File: config.mk
export PLATFORM = sky130hd
export DESIGN_NAME = mem_uart_dump
export DESIGN_NICKNAME = d
export VERILOG_FILES = /design/src/rtl/mem_uart_dump.sv
export SDC_FILE = /design/constraint.sdc
export NUM_CORES = 1
export LEC_CHECK = 0
export CAP_MARGIN = 40
export CORE_MARGIN = 2
export CORE_UTILIZATION = 52
export DETAILED_ROUTE_END_ITERATION = 10
export GPL_ROUTABILITY_DRIVEN = 0
export PLACE_DENSITY = 0.8
export SLEW_MARGIN = 25
export SYNTH_ARGS = -nofsm -noshare
export SYNTH_HDL_FRONTEND = slang
export SYNTH_SLANG_ARGS = --single-unit
File: constraint.sdc
create_clock -name clk -period 3.2 [get_ports clk]
set_input_delay 0.64 -clock clk [delete_from_list [all_inputs] [get_ports clk]]
set_output_delay 0.64 -clock clk [all_outputs]
set_load 0.02 [all_outputs]
File: src/rtl/mem_uart_dump.sv
// Memory-to-UART dump engine: reads a run of 32-bit words from data memory and
// streams each one out little-endian, one byte per txclk strobe.
module mem_uart_dump (
    input  logic        clk,
    input  logic        nrst,
    input  logic        start,
    input  logic [31:0] start_addr,
    input  logic [7:0]  word_count,
    output logic        mem_read,
    output logic [31:0] mem_addr,
    input  logic [31:0] mem_rdata,
    input  logic        mem_ack,
    output logic [7:0]  txdata,
    output logic        txclk,
    input  logic        txready,
    output logic        busy,
    output logic        done
);

    typedef enum logic [2:0] {
        IDLE = 3'd0,
        REQ  = 3'd1,
        SEND = 3'd2,
        GAP  = 3'd3,
        FIN  = 3'd4
    } state_t;

    state_t      state_r;
    logic [31:0] addr_r;
    logic [7:0]  remaining_r;
    logic [31:0] word_r;
    logic [1:0]  idx_r;

    function automatic logic [7:0] byte_sel(input logic [31:0] w, input logic [1:0] i);
        case (i)
            2'd0:    byte_sel = w[7:0];
            2'd1:    byte_sel = w[15:8];
            2'd2:    byte_sel = w[23:16];
            default: byte_sel = w[31:24];
        endcase
    endfunction

    // Dump sequencer; every output is a register updated alongside the state.
    always_ff @(posedge clk or negedge nrst) begin
        if (!nrst) begin
            state_r     <= IDLE;
            addr_r      <= 32'd0;
            remaining_r <= 8'd0;
            word_r      <= 32'd0;
            idx_r       <= 2'd0;
            mem_read    <= 1'b0;
            mem_addr    <= 32'd0;
            txdata      <= 8'd0;
            txclk       <= 1'b0;
            busy        <= 1'b0;
            done        <= 1'b0;
        end else begin
            txclk <= 1'b0;
            done  <= 1'b0;
            case (state_r)
                IDLE: begin
                    if (start) begin
                        addr_r      <= {start_addr[31:2], 2'b00};
                        remaining_r <= word_count;
                        busy        <= 1'b1;
                        if (word_count == 8'd0) begin
                            state_r <= FIN;
                        end else begin
                            mem_read <= 1'b1;
                            mem_addr <= {start_addr[31:2], 2'b00};
                            state_r  <= REQ;
                        end
                    end else begin
                        state_r <= IDLE;
                    end
                end
                REQ: begin
                    if (mem_ack) begin
                        word_r   <= mem_rdata;
                        idx_r    <= 2'd0;
                        mem_read <= 1'b0;
                        state_r  <= SEND;
                    end else begin
                        state_r <= REQ;
                    end
                end
                SEND: begin
                    if (txready) begin
                        txdata  <= byte_sel(word_r, idx_r);
                        txclk   <= 1'b1;
                        state_r <= GAP;
                    end else begin
                        state_r <= SEND;
                    end
                end
                // txready is deliberately not looked at here: the UART gets a cycle to drop it.
                GAP: begin
                    if (idx_r != 2'd3) begin
                        idx_r   <= idx_r + 2'd1;
                        state_r <= SEND;
                    end else if (remaining_r > 8'd1) begin
                        remaining_r <= remaining_r - 8'd1;
                        addr_r      <= addr_r + 32'd4;
                        mem_addr    <= addr_r + 32'd4;
                        mem_read    <= 1'b1;
                        state_r     <= REQ;
                    end else begin
                        state_r <= FIN;
                    end
                end
                FIN: begin
                    done    <= 1'b1;
                    busy    <= 1'b0;
                    state_r <= IDLE;
                end
                default: begin
                    mem_read <= 1'b0;
                    busy     <= 1'b0;
                    state_r  <= IDLE;
                end
            endcase
        end
    end

endmodule

After elaboration in Yosys (flattened, before gate mapping)

Cells that the tools add are included.
Widths: inputs -> output; s select.

Equal/unequal tests: 13
Bitwise gates (word level): 2
Multiplexer cells: 33
Reduce and logical (&&, ||, !) cells: 14
Add/subtract/negate cells: 3
Order comparisons: 1

Operator list:

| cell                  | number |
|---|---|
| $mux 32               | 5 |
| $pmux 32 s2           | 2 |
| $add 32x3->32 const B | 1 |
| $mux 8                | 3 |
| $pmux 8 s3            | 1 |
| $pmux 8 s2            | 1 |
| $ne 2x2->1 const B    | 7 |
| $mux 3                | 4 |
| $pmux 3 s4            | 1 |
| $mux 1                | 10 |
| $gt 8x1->1 const B    | 1 |
| $logic_not 8->1       | 1 |
| $sub 8x1->8 const B   | 1 |
| $eq 3x2->1 const B    | 2 |
| $mux 2                | 3 |
| $reduce_and 2->1      | 3 |
| $reduce_and 6->1      | 1 |
| $reduce_and 5->1      | 1 |
| $pmux 1 s4            | 1 |
| $pmux 2 s2            | 1 |
| $reduce_and 4->1      | 1 |
| $reduce_bool 2->1     | 2 |
| $eq 3x1->1 const B    | 1 |
| $eq 3x3->1 const B    | 1 |
| other kinds (10)      | 11 |

Flip-flop bits (word level): 121

Depth between registers and ports, before layout

Word-level depth: 4
Depth in mapped cells: 9
Mapped depth without buffers: 7

Least setup slack after synthesis

No wires, ideal clock.

Path kind: register to register
Start point: register addr_r[2]
End point: register addr_r[20]
Path slack: 0.936 ns
Library setup time: 0.064 ns
Data required time: 3.136 ns
Cell stages (with the launch flop): 8
Data arrival time: 2.200 ns
Cells stage by stage: dfrtp_1 > ha_1 > nand4_1 > or3_1 > clkbuf_1 > or4_1 > a31oi_1 > mux2_2

Cells in the longest elaborated chain, start to end: 4

RTL lines:

| item                   | line | RTL |
|---|---|---|
| from (decl)            | 29   | `logic [31:0] addr_r;` |
| from (signal assigned) | 63   | `addr_r <= {start_addr[31:2], 2'b00};` |
| from (signal assigned) | 103  | `addr_r <= addr_r + 32'd4;` |
| $add 32x3->32          | 103  |  |
| $mux 32                | 101  | `end else if (remaining_r > 8'd1) begin` |
| $mux 32                | 98   | `if (idx_r != 2'd3) begin` |
| $pmux 32 s2            | 60   | `case (state_r)` |

No other way between the ends. The select of a mux whose other input is x is not followed.
A chain may end at the register's enable or synchronous reset.

Final worst setup path

Start point: register addr_r[14]
End point: register addr_r[27]

The elaborated chain is that of the path after synthesis.

==> summary.md <==
| Metric | Value |
|---|---|
| Std-Cell Rows | `39` |
| DP Wirelength | `roughly 10 mm` |
| Gr usage total | `25.2%` |
| Setup TNS | `0 ns` |
| GRT overflow | `0` |
| Final Hold Fails | `0` |
| Worst Tran Pin Value | `~0.75 ns` |
| Port Buf Inserts | `118` |
| Ant. Diodes | `0` |
| CP Launch Type | `register` |
| Largest fanout on the critical path | `16` |
| Top-Level Pins | `~120` |
| Library cells used by synthesis | `52` |
| ANT nets after route | `0` |
| Final setup skew | `about 0.0067 ns` |
| Tcrit/Tclk final | `80.2%` |
| Clock power share | `approximately 22%` |
| CP max-delay cell | `or4_1` |
| Flop pwr share | `between 30% and 40%` |
| CTS buffer count | `17` |
| Drt total wl | `between 15 and 20 mm` |
| Wire length per cell | `between 15 and 20 um` |
| Drt pass-1 iters | `6` |
| Max Freq | `around 390 MHz` |
| Synth top area share | `around half` |
| Most frequent cells in the layout | `dfrtp_1 (121), clkdlybuf4s50_1 (117), nand2_1 (61), nor2_1 (56), mux2_2 (56)` |
| Fin nets | `between 800 and 900` |
| Syn Area/Cell | `9.82 sq um` |
| Synthesized Nets | `about 700` |
| Worst-path clk slew | `around 0.050 ns` |
| Die W | `approximately 110 um` |
| CTS tree | `yes` |
| Post-cts resize count | `0` |
| Clk sink count | `121` |
| Net Sw Frac | `between 30% and 40%` |
| Setup CP Type | `reg -> reg` |
| Post-synth EDFFs | `0` |
| Worst hold slack | `0.261 ns` |
| FFs w/ async S/R, synth | `100%` |
| Slew Limit Headroom | `approximately 50%` |
| Max-Cap Viols | `0` |
| Commonest non-fill, non-tap cell in the layout | `dfrtp_1` |
| Total number of vias | `about 5300` |
| Yosys top cell by area | `dfrtp_1` |
| Initial Utilization | `53.4%` |
| Pwr Density | `around 1100 mW/mm^2` |
| Psw | `roughly 3300 uW` |
| Combinational power share | `around 44%` |
| Final setup violation count | `0` |
| Top_reg_cell synth | `dfrtp_1` |
| Cts hold-fix bufs | `0` |
| Hold Crit Class | `in -> async` |
| Post-route cell area | `around 0.008 sq mm` |
| Vias in the first global route | `roughly 5200` |
| Final critical delay including setup and external delays | `2.57 ns` |
| Largest net degree at the start of global routing | `76` |
| Placed cell areas | `about 0.0074 sq mm` |
| Max Slew Vio Count | `0` |
| Die area | `0.0127 sq mm` |
| Unrepaired setup endpoints after global routing | `no` |
| Worst EP arrival | `just under 3 ns` |
| Status | `completed` |
| Setup bufs post-CTS | `0` |
| Skew-Pair Late Insertion Delay | `roughly 0.42 ns` |
| Worst setup EP type | `register` |
| Post-Synthesis Cells | `~620` |
| Sequential area share after synthesis | `about half` |
| Clk buf depth | `2` |
| Peak supply drop | `between 0.7 and 0.8 mV` |
| Layout cells sized above 1 | `~14%` |
| First-pass GRT wire length | `approximately 26 mm` |
| 1st-iter DRT viols | `roughly 540` |
| CTS H-Tree Depth | `4` |
| Max stage delay on crit path | `a little over 0.7 ns` |
| Synth warn | `0` |
| Cell area after synthesis | `0.00613 sq mm` |
| Vias per Instance | `approximately 6.0` |
| Die H | `113 um` |
| CP cell instances | `and3_1, nand4_1, or4_1, a31oi_1, mux2_2` |
| Area growth syn-to-layout | `31.0%` |
| Yosys reg bits | `around 120` |
| Internal power | `approximately 5300 uW` |
| Antenna violations before repair | `0` |
| LEAKAGE | `approximately 0.0033 uW` |
| DRC viols | `0` |
| Core Region | `~0.011 sq mm` |
| Top cells by area, synth | `dfrtp_1 (49%), mux2_2 (10%), o21ai_0 (4.3%)` |
| Clock tree root driver cell | `clkbuf_16` |
| Critical path data required time | `about 3.6 ns` |
[cells in the mapped netlist, types with 5 or more instances]
library cell and number:
nand3_1 20, clkbuf_1 39, a31oi_1 18, nor2_1 56
nand2_1 61, o22ai_1 5, o21a_1 5, o31ai_1 16
a222oi_1 8, nor4_1 7, o21ai_0 53, inv_1 15
a21oi_1 27, xnor2_1 8, dfrtp_1 121, a2bb2oi_1 6
and3_1 6, or3_1 6, nor3_1 9, a21o_1 5
or4_1 8, mux2_2 56, nand4_1 8, ha_1 7
[worst paths after layout]
check,start,endpoint,slack [ns],cells after the start
hold reg to reg,mem_addr[22]$_DFFE_PN0P_,mem_addr[22]$_DFFE_PN0P_,0.48,1
hold / removal,nrst,remaining_r[5]$_DFFE_PN0P_,0.26,1
setup reg to reg,addr_r[14]$_DFFE_PN0P_,addr_r[27]$_DFFE_PN0P_,0.63,5
setup / recovery,addr_r[14]$_DFFE_PN0P_,addr_r[27]$_DFFE_PN0P_,0.63,5
max in group asynchronous,nrst,addr_r[0]$_DFFE_PN0P_,2.11,2
min in group clk,mem_addr[22]$_DFFE_PN0P_,mem_addr[22]$_DFFE_PN0P_,0.48,1
[power groups by stage]
| stage | clock network [uW] | registers, uW | logic [uW] |
|---|---|---|---|
| after floorplan | 0 | 2990 | 2330 |
| after global placement | 0 | 2820 | 3650 |
| after detailed placement | 0 | 2880 | 3780 |
| after CTS | 1950 | 2870 | 3810 |
| after global routing | 2020 | 2990 | 4180 |
| final | 1930 | 2890 | 3810 |
[stage by stage]
step	util, %	std cells	setup WS (ns)	power (uW)
2_1_floorplan	-	624	0.936	5320
3_3_place_gp	64.8	851	0.526	6470
3_5_place_dp	64.8	851	0.496	6650
4_1_cts	70.0	881	0.655	8630
5_1_grt	70.0	881	0.505	9180
6_report	70.0	881	0.634	8630
[registers in the layout, indices dropped and copies added, names as in the netlist]
name and flops:
word_r 32, txclk 1, addr_r 32, mem_addr 32
done 1, txdata 8, idx_r 2, remaining_r 8
mem_read 1, state_r 3, busy 1
[kinds of logic (layout without fill, tap and decap cells)]
kind of cell / Yosys count / after routing / synth area share [%]
AOI/OAI and AO/OA: 168 / 168 / 17.5
muxes: 57 / 57 / 10.5
adders and majority gates: 7 / 7 / 1.43
and+or+nand+nor: 200 / 200 / 15.7
xor gates and xnor gates: 11 / 11 / 1.57
DFF: 121 / 121 / 49.4
buffers and inverters: 60 / 174 / 3.92
[layout make-up]
type	count	area, sq um
clock inverters	9	123
multi-input cells	443	2870
clock buffers	21	470
inverters	15	56.3
fillers	856	3440
well taps	143	179
flip-flops and latches	121	3030
repair buffers	129	1300
[worst max-delay path, delay by kind of cell, from the launching register on]
| kind | cells | cell delay [ns] |
|---|---|---|
| flops | 1 | 0.43 |
| simple gates | 3 | 1.59 |
| mux | 1 | 0.21 |
| compound gates | 1 | 0.27 |
[layer usage]
layer | part of all wire [%] | up-vias | track usage, %
met1 | 42 | 2602 | 32.7
met2 | 47 | 215 | 39.8
met3 | 9.1 | 21 | 9.13
met4 | 1.5 | 0 | 7.56
li1 | - | 2474 | -
met5 | 0 | - | 0
No activity file was read; power rests on OpenSTA's default activity.
